`config.mk`:
```
export PLATFORM = sky130hd
export DESIGN_NAME = inv_operand_fifo_flat
export DESIGN_NICKNAME = d
export VERILOG_FILES = /design/src/rtl/inv_operand_fifo_if.sv /design/src/rtl/inv_operand_fifo.sv /design/src/flat_wrapper.sv
export SDC_FILE = /design/constraint.sdc
export NUM_CORES = 1
export LEC_CHECK = 0
export BUFFER_PORTS_ARGS = -buffer_cell sky130_fd_sc_hd__buf_4
export CORE_MARGIN = 1.5
export CORE_UTILIZATION = 45
export DETAILED_ROUTE_END_ITERATION = 6
export HOLD_SLACK_MARGIN = 0.15
export PLACE_DENSITY_LB_ADDON = 0.08
export SLEW_MARGIN = 20
export SYNTH_ARGS = -nofsm -noshare
export SYNTH_HDL_FRONTEND = slang
export SYNTH_SLANG_ARGS = --single-unit
export TNS_END_PERCENT = 10
```
`constraint.sdc`:
```
create_clock -name clk -period 2.55 [get_ports clk]
set_input_delay 0.51 -clock clk [delete_from_list [all_inputs] [get_ports clk]]
set_output_delay 0.51 -clock clk [all_outputs]
set_load 0.01 [all_outputs]
```
`src/rtl/inv_operand_fifo_if.sv`:
```
// rtl/inv_operand_fifo_if.sv - producer/consumer handshake bundle for the inverter operand FIFO
interface inv_operand_fifo_if #(
   parameter int WIDTH = 8
);
   logic [WIDTH-1:0] in_data;
   logic             in_valid;
   logic             in_ready;
   logic [WIDTH-1:0] out_data;
   logic             out_valid;
   logic             out_ready;

   modport master (
      output in_data,
      output in_valid,
      input  in_ready,
      input  out_data,
      input  out_valid,
      output out_ready
   );

   modport slave (
      input  in_data,
      input  in_valid,
      output in_ready,
      output out_data,
      output out_valid,
      input  out_ready
   );
endinterface

```
`src/rtl/inv_operand_fifo.sv`:
```
// rtl/inv_operand_fifo.sv - in-order operand buffer feeding the 8-bit inverter stage
module inv_operand_fifo #(
   parameter int WIDTH  = 8,
   parameter int DEPTH  = 4,
   parameter int ADDR_W = 2
) (
   input  logic                clk,
   input  logic                rst_n,
   input  logic                flush,
   inv_operand_fifo_if.slave   bus,
   output logic [ADDR_W:0]     count,
   output logic                overflow
);
   localparam logic [ADDR_W:0] FULL_COUNT = (ADDR_W + 1)'(DEPTH);

   logic [WIDTH-1:0]  mem [DEPTH];
   logic [ADDR_W-1:0] wr_ptr;
   logic [ADDR_W-1:0] rd_ptr;
   logic              do_write;
   logic              do_read;

   // Flags come from count alone, so a read never opens a same-cycle write slot.
   assign bus.in_ready  = (count != FULL_COUNT);
   assign bus.out_valid = (count != '0);
   assign bus.out_data  = bus.out_valid ? mem[rd_ptr] : '0;

   assign do_write = bus.in_valid && bus.in_ready && !flush;
   assign do_read  = bus.out_valid && bus.out_ready && !flush;

   always_ff @(posedge clk) begin
      if (do_write) begin
         mem[wr_ptr] <= bus.in_data;
      end
   end

   always_ff @(posedge clk) begin
      if (!rst_n) begin
         wr_ptr   <= '0;
         rd_ptr   <= '0;
         count    <= '0;
         overflow <= 1'b0;
      end else begin
         if (bus.in_valid && (count == FULL_COUNT)) begin
            overflow <= 1'b1;
         end
         if (flush) begin
            wr_ptr <= '0;
            rd_ptr <= '0;
            count  <= '0;
         end else begin
            if (do_write) begin
               wr_ptr <= wr_ptr + ADDR_W'(1);
            end
            if (do_read) begin
               rd_ptr <= rd_ptr + ADDR_W'(1);
            end
            case ({do_write, do_read})
               2'b10:   count <= count + (ADDR_W + 1)'(1);
               2'b01:   count <= count - (ADDR_W + 1)'(1);
               default: count <= count;
            endcase
         end
      end
   end
endmodule

```
`src/flat_wrapper.sv`:
```
// flat-port wrapper written by rule: the top's interface ports become plain ports
module inv_operand_fifo_flat 
#(
   parameter int WIDTH  = 8,
   parameter int DEPTH  = 4,
   parameter int ADDR_W = 2
)
  (clk, rst_n, flush, count, overflow, bus_in_data, bus_in_valid, bus_in_ready, bus_out_data, bus_out_valid, bus_out_ready);
  inv_operand_fifo_if #(.WIDTH(WIDTH)) bus_i ();
  input  logic clk;
  input  logic rst_n;
  input  logic flush;
  output logic [ADDR_W:0] count;
  output logic overflow;
  input wire logic [$bits(bus_i.in_data)-1:0] bus_in_data;
  input wire logic [$bits(bus_i.in_valid)-1:0] bus_in_valid;
  output wire logic [$bits(bus_i.in_ready)-1:0] bus_in_ready;
  output wire logic [$bits(bus_i.out_data)-1:0] bus_out_data;
  output wire logic [$bits(bus_i.out_valid)-1:0] bus_out_valid;
  input wire logic [$bits(bus_i.out_ready)-1:0] bus_out_ready;
  assign bus_i.in_data = bus_in_data;
  assign bus_i.in_valid = bus_in_valid;
  assign bus_in_ready = bus_i.in_ready;
  assign bus_out_data = bus_i.out_data;
  assign bus_out_valid = bus_i.out_valid;
  assign bus_i.out_ready = bus_out_ready;
  inv_operand_fifo #(.WIDTH(WIDTH), .DEPTH(DEPTH), .ADDR_W(ADDR_W)) u_core (.clk(clk), .rst_n(rst_n), .flush(flush), .bus(bus_i), .count(count), .overflow(overflow));
endmodule
```
==> load_flow_metrics.sql, run 1 <==
INSERT INTO impl_metrics (metric_group, metric, value, unit) VALUES
('grt', 'grt_first_pass_wirelength', '4698', 'um'),
('pwr', 'irDropWorstVdd', '0.3094', 'mV'),
('grt', 'track_usage', '15.17', '%'),
('timing', 'report.final.hold_viol_count', '0', ''),
('routing', 'final_routed_drc_violation_total', '0', ''),
('run', 'timing.max_cap.violations', '0', ''),
('pwr', 'power-per-cell-area', '623.2', 'mW/mm2'),
('timing', 'maxClockFrequency', '0.4153', 'GHz'),
('synthesis', 'synth_ff_type', 'sky130_fd_sc_hd__edfxtp_1', ''),
('synthesis', 'synth-edff-count', '32', ''),
('worst_setup_path', 'cp_slowest_cell', 'sky130_fd_sc_hd__dfxtp_1', ''),
('final_layout', 'layout-drive-gt1-share', '35.86', '%'),
('worst_setup_path', 'critPathCaptureType', 'flip-flop', ''),
('synthesis', 'synth_seq_cells', '42', ''),
('placement', 'detailedPlacementHpwl', '2068', 'um'),
('final_layout', 'syn2layout_area_growth', '20.80', '%'),
('grt', 'first_global_vias', '1007', ''),
('final_layout', 'diodes', '0', ''),
('synthesis', 'async_reset_ff_share', '0', '%'),
('synthesis', 'ys_seq_area_share', '66.33', '%'),
('floorplanning', 'dieWidth', '65.37', 'um'),
('routing', 'initialDrtViolationCount', '35', ''),
('floorplanning', 'pin_count', '27', ''),
('worst_setup_path', 'critPathBufInv', '2', ''),
('synthesis', 'synth.avg_cell_area', '15.63', 'um2'),
('routing', 'wirelength', '2854', 'um'),
('hold_path', 'holdPathStages', '1', ''),
('clock_network', 'cts.hold.buffers_added', '0', ''),
('routing', 'routed_wire_length_per_instance', '14.79', 'um'),
('worst_setup_path', 'path_common_cell', 'sky130_fd_sc_hd__inv_1', ''),
('timing', 'final_max_slew_viol_count', '0', ''),
('worst_setup_path', 'timing_worst_setup_path_type', 'reg2reg', ''),
('floorplanning', 'die_area', '0.004273', 'mm2'),
('worst_setup_path', 'worst_r2r_start', 'u_core.count[2]$_SDFFE_PP0P_', ''),
('hold_path', 'worst_hold_path_type', 'in2reg', ''),
('timing', 'tightestPinTransition', '427.7', 'ps'),
('worst_setup_path', 'worst-endpoint-arrival', '2610', 'ps'),
('worst_setup_path', 'required_time_of_the_critical_path', '2760', 'ps'),
('synthesis', 'synth_commonest_cells', 'sky130_fd_sc_hd__edfxtp_1, sky130_fd_sc_hd__dfxtp_1, sky130_fd_sc_hd__nor2b_1', ''),
('synthesis', 'yosys.cell_count.top_type', 'sky130_fd_sc_hd__edfxtp_1', ''),
('worst_setup_path', 'worst-path-max-fanout', '6', ''),
('run_status', 'run_status', 'completed', ''),
('clock_network', 'post-cts-setup-buffer-count', '0', ''),
('routing', 'detailroute.via_count', '957', ''),
('clock_network', 'clkTransAtPathRegs', '80', 'ps'),
('synthesis', 'ys_top_cells_by_area', 'sky130_fd_sc_hd__edfxtp_1, sky130_fd_sc_hd__dfxtp_1, sky130_fd_sc_hd__mux4_2', ''),
('hold_path', 'source_of_the_worst_hold_timing_path', 'bus_in_data[6]', ''),
('clock_network', 'cts_buffers', '5', ''),
('routing', 'first_pass_iters', '4', ''),
('floorplanning', 'dieHeight', '65.37', 'um'),
('timing', 'report.final.setup_viol', '0', ''),
('timing', 'timing.slew.headroom', '71.45', '%'),
('timing', 'clock-skew-final', '8.702', 'ps'),
('routing', 'viasPerCell', '4.959', ''),
('placement', 'port_buffers', '26', ''),
('synthesis', 'yosys.cell_types.count', '28', ''),
('clock_network', 'cts_buffer_depth', '2', ''),
('clock_network', 'cts-resized-gates', '0', ''),
('worst_setup_path', 'crit_family', 'simple AND/OR/NAND/NOR gates', ''),
('timing', 'final_min_period_over_clock_period', '94.44', '%'),
('worst_setup_path', 'setup.worst_path.start', 'u_core.count[2]$_SDFFE_PP0P_', ''),
('synthesis', 'syn_nets', '131', ''),
('worst_setup_path', 'path_cells', 'or3b_1, and2_4, inv_1, ha_1, inv_1, fa_1, xor2_1, or3_2, a21oi_1', ''),
('clock_network', 'ctsHtreeMaxLevel', '2', ''),
('worst_setup_path', 'cp_num_cells', '9', ''),
('clock_network', 'clk_latency', '290', 'ps'),
('worst_setup_path', 'worstRegToRegCells', '9', ''),
('grt', 'antenna_found_initial', '0', ''),
('final_layout', 'fin_nets', '163', ''),
('clock_network', 'tritoncts', 'built', ''),
('routing', 'antenna_violating_nets_post_route', '0', '');
## stage by stage
stage                     total power [mW]  util [%]  cell area [um2]  instances  setup slack (ps)
after floorplan                     0.7988         -             1750        112             135.8
after global placement              0.8349     54.44             2008        185             247.6
after detailed placement            0.8381     54.44             2008        185             152.7
after CTS                            1.332     57.33             2115        193             131.5
after global routing                 1.366     57.33             2115        193             23.86
final                                1.318     57.33             2115        193             141.9
## registers in the layout, summed over array words and instances (netlist names), named ones only
name	flops
u_core.wr_ptr	2
u_core.rd_ptr	2
u_core.mem	32
u_core.count	3
u_core.overflow	1
## worst register-to-register path: stages, from the launching register on
cell	delay, ps
sky130_fd_sc_hd__dfxtp_1	420
sky130_fd_sc_hd__or3b_1	390
sky130_fd_sc_hd__and2_4	160
sky130_fd_sc_hd__inv_1	50
sky130_fd_sc_hd__ha_1	170
sky130_fd_sc_hd__inv_1	60
sky130_fd_sc_hd__fa_1	370
sky130_fd_sc_hd__xor2_1	150
sky130_fd_sc_hd__or3_2	410
sky130_fd_sc_hd__a21oi_1	160
## worst paths after layout
kind	to	slack, ps
worst min-delay path	u_core.mem[3][6]$_DFFE_PP_	420
worst min register to register	u_core.overflow$_SDFFE_PN0P_	480
worst max register to register	u_core.count[2]$_SDFFE_PP0P_	140
worst max-delay path	u_core.count[2]$_SDFFE_PP0P_	140
## report_power, final
| part | internal (mW) | total (mW) | switching [mW] |
|---|---|---|---|
| logic | 0.0383 | 0.0724 | 0.0340 |
| registers | 0.744 | 0.749 | 0.00419 |
| clock network | 0.293 | 0.497 | 0.204 |
## cell type report
type | instances | area [um2] | share of cell area, %
Timing Repair Buffer | 30 | 225.2 | 10.65
Tap cell | 48 | 60.06 | 2.840
Sequential cell | 42 | 1161 | 54.91
Clock inverter | 1 | 30.03 | 1.420
Clock buffer | 7 | 76.32 | 3.609
Multi-Input combinational cell | 57 | 531.8 | 25.15
Inverter | 8 | 30.03 | 1.420
## cell families (layout without fill, tap and decap cells)
kind of cell / count (synthesis) / in the layout / share of synthesized area (%)
buf+inv: 13 / 46 / 3.288
simple gates: 30 / 30 / 10.08
mux: 8 / 8 / 10.29
compound gates: 10 / 10 / 3.789
xor+xnor: 3 / 3 / 1.501
flops: 42 / 42 / 66.33
fa+ha+maj: 6 / 6 / 4.718
## cells in the final DEF, fill, tap and decap left out, types with 2 or more instances in the layout
cell type	count
sky130_fd_sc_hd__dfxtp_1	10
sky130_fd_sc_hd__ha_1	5
sky130_fd_sc_hd__nor2b_1	10
sky130_fd_sc_hd__buf_4	30
sky130_fd_sc_hd__mux4_2	8
sky130_fd_sc_hd__o21ai_0	2
sky130_fd_sc_hd__inv_1	8
sky130_fd_sc_hd__nor2_1	7
sky130_fd_sc_hd__and3_2	4
sky130_fd_sc_hd__edfxtp_1	32
sky130_fd_sc_hd__clkbuf_1	2
sky130_fd_sc_hd__clkbuf_8	5
sky130_fd_sc_hd__xor2_1	3
sky130_fd_sc_hd__a21oi_1	4
## per-layer routing
layer	up-vias	GRT usage, %	part of all wire, %
met2	26	27.04	55
li1	469	-	-
met3	0	4.795	5.2
met1	462	17.37	40
met5	-	0	0
met4	0	4.688	0
(Power assumes the default switching activity.)
==> run 2: changes to the inputs <==
--- a/config.mk
+++ b/config.mk
@@ -6,6 +6,8 @@
 export NUM_CORES = 1
 export LEC_CHECK = 0
 export BUFFER_PORTS_ARGS = -buffer_cell sky130_fd_sc_hd__buf_4
+export CELL_PAD_IN_SITES_DETAIL_PLACEMENT = 1
+export CELL_PAD_IN_SITES_GLOBAL_PLACEMENT = 1
 export CORE_MARGIN = 1.5
 export CORE_UTILIZATION = 45
 export DETAILED_ROUTE_END_ITERATION = 6
==> load_flow_metrics.sql, run 2 (same netlist as run 1, synthesis figures left out) <==
INSERT INTO impl_metrics (metric_group, metric, value, unit) VALUES
('run_status', 'run_status', 'completed', ''),
('placement', 'dpl-instance-area', '0.002001', 'mm2'),
('grt', 'track_usage', '17.68', '%'),
('final_layout', 'layout.cells.most_common_list', 'sky130_fd_sc_hd__edfxtp_1, sky130_fd_sc_hd__buf_4, sky130_fd_sc_hd__nor2b_1', ''),
('grt', 'first_global_vias', '1137', ''),
('floorplanning', 'dieWidth', '65.37', 'um'),
('pwr', 'power-per-cell-area', '624.4', 'mW/mm2'),
('worst_setup_path', 'worstRegToRegCells', '9', ''),
('worst_setup_path', 'cp_num_cells', '9', ''),
('worst_setup_path', 'critPathBufInv', '2', ''),
('clock_network', 'clock-sinks', '42', ''),
('floorplanning', 'coreArea', '0.003689', 'mm2'),
('pwr', 'leakage', '0.7699', 'nW'),
('worst_setup_path', 'path_cells', 'or3b_1, and2_4, inv_1, ha_1, inv_1, fa_1, xor2_1, or3_2, a21oi_1', ''),
('routing', 'detailroute.via_count', '990', ''),
('timing', 'timing.slew.headroom', '67.86', '%'),
('final_layout', 'biggestRegsByFlops', 'u_core.mem x32, u_core.count x3', ''),
('pwr', 'power', '1.319', 'mW'),
('worst_setup_path', 'timing_worst_setup_path_type', 'reg2reg', ''),
('floorplanning', 'initial_utilization', '47.46', '%'),
('final_layout', 'largest_register_ff_count', '32', ''),
('clock_network', 'cts_buffer_depth', '2', ''),
('worst_setup_path', 'worst_setup_path_endpoint', 'u_core.count[2]$_SDFFE_PP0P_', ''),
('run', 'timing.max_cap.violations', '0', ''),
('timing', 'report.final.setup_viol', '0', ''),
('routing', 'final_routed_drc_violation_total', '0', ''),
('worst_setup_path', 'required_time_of_the_critical_path', '2760', 'ps'),
('grt', 'grt_first_pass_wirelength', '5485', 'um'),
('worst_setup_path', 'worst_r2r_start', 'u_core.count[0]$_SDFFE_PP0P_', ''),
('timing', 'setup_slack', '153.5', 'ps'),
('grt', 'sum_of_overflow_across_all_layers_after_global_routing', '0', ''),
('final_layout', 'layout-drive-gt1-share', '38.19', '%'),
('timing', 'final_max_slew_viol_count', '0', ''),
('worst_setup_path', 'critPathCaptureType', 'flip-flop', ''),
('final_layout', 'fin_nets', '162', ''),
('timing', 'final_min_period_over_clock_period', '93.98', '%'),
('floorplanning', 'die_area', '0.004273', 'mm2'),
('placement', 'port_buffers', '26', ''),
('final_layout', 'diodes', '0', ''),
('worst_setup_path', 'cp_slowest_cell', 'sky130_fd_sc_hd__or3b_1', ''),
('timing', 'unrepaired_setup_endpoints_after_global_routing', 'no', ''),
('timing', 'tightestPinTransition', '481.2', 'ps'),
('clock_network', 'clkTransAtPathRegs', '70', 'ps'),
('placement', 'placement.setup.worst_slack', '89.96', 'ps'),
('routing', 'first_pass_iters', '4', ''),
('timing', 'fin_tns_setup', '0', 'ps'),
('timing', 'timing.final.crit_period', '2396', 'ps'),
('clock_network', 'clock-root-buffer', 'sky130_fd_sc_hd__clkbuf_8', ''),
('final_layout', 'largest-register', 'u_core.mem', ''),
('routing', 'viasPerCell', '5.156', ''),
('grt', 'pin_count_of_the_biggest_net_entering_global_routing', '14', ''),
('routing', 'initialDrtViolationCount', '25', ''),
('placement', 'dp.cells', '184', ''),
('clock_network', 'cts_buffers', '5', ''),
('worst_setup_path', 'delay_of_the_slowest_cell_on_the_worst_path', '410', 'ps'),
('grt', 'antenna_found_initial', '0', ''),
('worst_setup_path', 'path_common_cell', 'sky130_fd_sc_hd__inv_1', ''),
('floorplanning', 'num_rows', '22', ''),
('timing', 'report.final.hold_viol_count', '0', ''),
('hold_path', 'worst_hold_path_type', 'in2reg', ''),
('routing', 'routed_wire_length_per_instance', '16.93', 'um'),
('worst_setup_path', 'rrSetupSlack', '150', 'ps'),
('timing', 'clock-skew-final', '6.203', 'ps'),
('floorplanning', 'pin_count', '27', ''),
('worst_setup_path', 'crit_family', 'simple AND/OR/NAND/NOR gates', ''),
('worst_setup_path', 'setup.worst_path.start', 'u_core.count[0]$_SDFFE_PP0P_', ''),
('worst_setup_path', 'startpoint_type', 'flip-flop', ''),
('floorplanning', 'dieHeight', '65.37', 'um'),
('placement', 'detailedPlacementHpwl', '2401', 'um'),
('routing', 'antenna_violating_nets_post_route', '0', ''),
('placement', 'gpl.final_weighted_congestion', '0.7000', ''),
('routing', 'wirelength', '3250', 'um'),
('timing', 'maxClockFrequency', '0.4173', 'GHz'),
('clock_network', 'tritoncts', 'built', ''),
('final_layout', 'final_core_util', '57.26', '%'),
('clock_network', 'ctsHtreeMaxLevel', '2', ''),
('final_layout', 'finalNonFillerCells', '192', ''),
('timing', 'whs', '423.0', 'ps'),
('clock_network', 'clk_latency', '290', 'ps'),
('pwr', 'irDropWorstVdd', '0.3531', 'mV'),
('final_layout', 'syn2layout_area_growth', '20.66', '%'),
('worst_setup_path', 'worst-endpoint-arrival', '2600', 'ps'),
('worst_setup_path', 'worst_r2r_endpoint', 'u_core.count[2]$_SDFFE_PP0P_', ''),
('worst_setup_path', 'worst-path-max-fanout', '6', ''),
('final_layout', 'layout.cell_area.non_filler', '0.002112', 'mm2'),
('final_layout', 'mostFrequentLayoutCell', 'sky130_fd_sc_hd__edfxtp_1', '');
[run 2: cell count changes in the layout (fill, tap and decap cells not counted), sizes merged]
cell    previous run  this run
clkbuf             7         5
clkinv             0         2
buf               30        29
[run 2: worst min path at each step]
stage               cells past startpoint                           end  slack, ps                     startpoint
floorplan                               2                     flip-flop        460  u_core.rd_ptr[1]$_SDFFE_PP0P_
global placement                        1  u_core.overflow$_SDFFE_PN0P_        460   u_core.overflow$_SDFFE_PN0P_
detailed placement                      1  u_core.overflow$_SDFFE_PN0P_        460   u_core.overflow$_SDFFE_PN0P_
CTS                                     1    u_core.mem[1][3]$_DFFE_PP_        410                 bus_in_data[3]
global route                            1    u_core.mem[0][2]$_DFFE_PP_        410                 bus_in_data[2]
finish                                  1    u_core.mem[0][4]$_DFFE_PP_        420                 bus_in_data[4]
[run 2: layout make-up]
class | instances | area [um2]
inverter | 8 | 30.03
multi-input combinational | 57 | 531.8
clock inverter | 3 | 40.04
tap | 48 | 60.06
clock buffer | 5 | 68.82
timing repair buffer | 29 | 217.7
fill | 376 | 1577
sequential | 42 | 1164
[run 2: report_power, final]
group	leakage, nW	total, mW	internal, mW	switching (mW)
sequential	0.372	0.749	0.744	0.00459
combinational	0.340	0.0729	0.0375	0.0354
clock	0.0579	0.497	0.288	0.209
[run 2: repair_timing]
action                                  in CTS  in global routing
hold buffers                                 0                  0
buffers inserted                             0                  0
gates resized for setup                      0                  2
endpoints found under the setup margin       0                  1
[run 2: metal layers]
metal | global-route usage [%] | vias up | share of wire, %
li1 | - | 468 | -
met1 | 19.37 | 489 | 40
met2 | 32.14 | 29 | 54
met3 | 5.308 | 4 | 5.0
met4 | 6.510 | 0 | 1.4
met5 | 0 | - | 0
[run 2: worst register-to-register path: stages (launching register included)]
cell,delay [ps]
sky130_fd_sc_hd__dfxtp_1,370
sky130_fd_sc_hd__or3b_1,410
sky130_fd_sc_hd__and2_4,170
sky130_fd_sc_hd__inv_1,50
sky130_fd_sc_hd__ha_1,170
sky130_fd_sc_hd__inv_1,60
sky130_fd_sc_hd__fa_1,370
sky130_fd_sc_hd__xor2_1,170
sky130_fd_sc_hd__or3_2,410
sky130_fd_sc_hd__a21oi_1,140
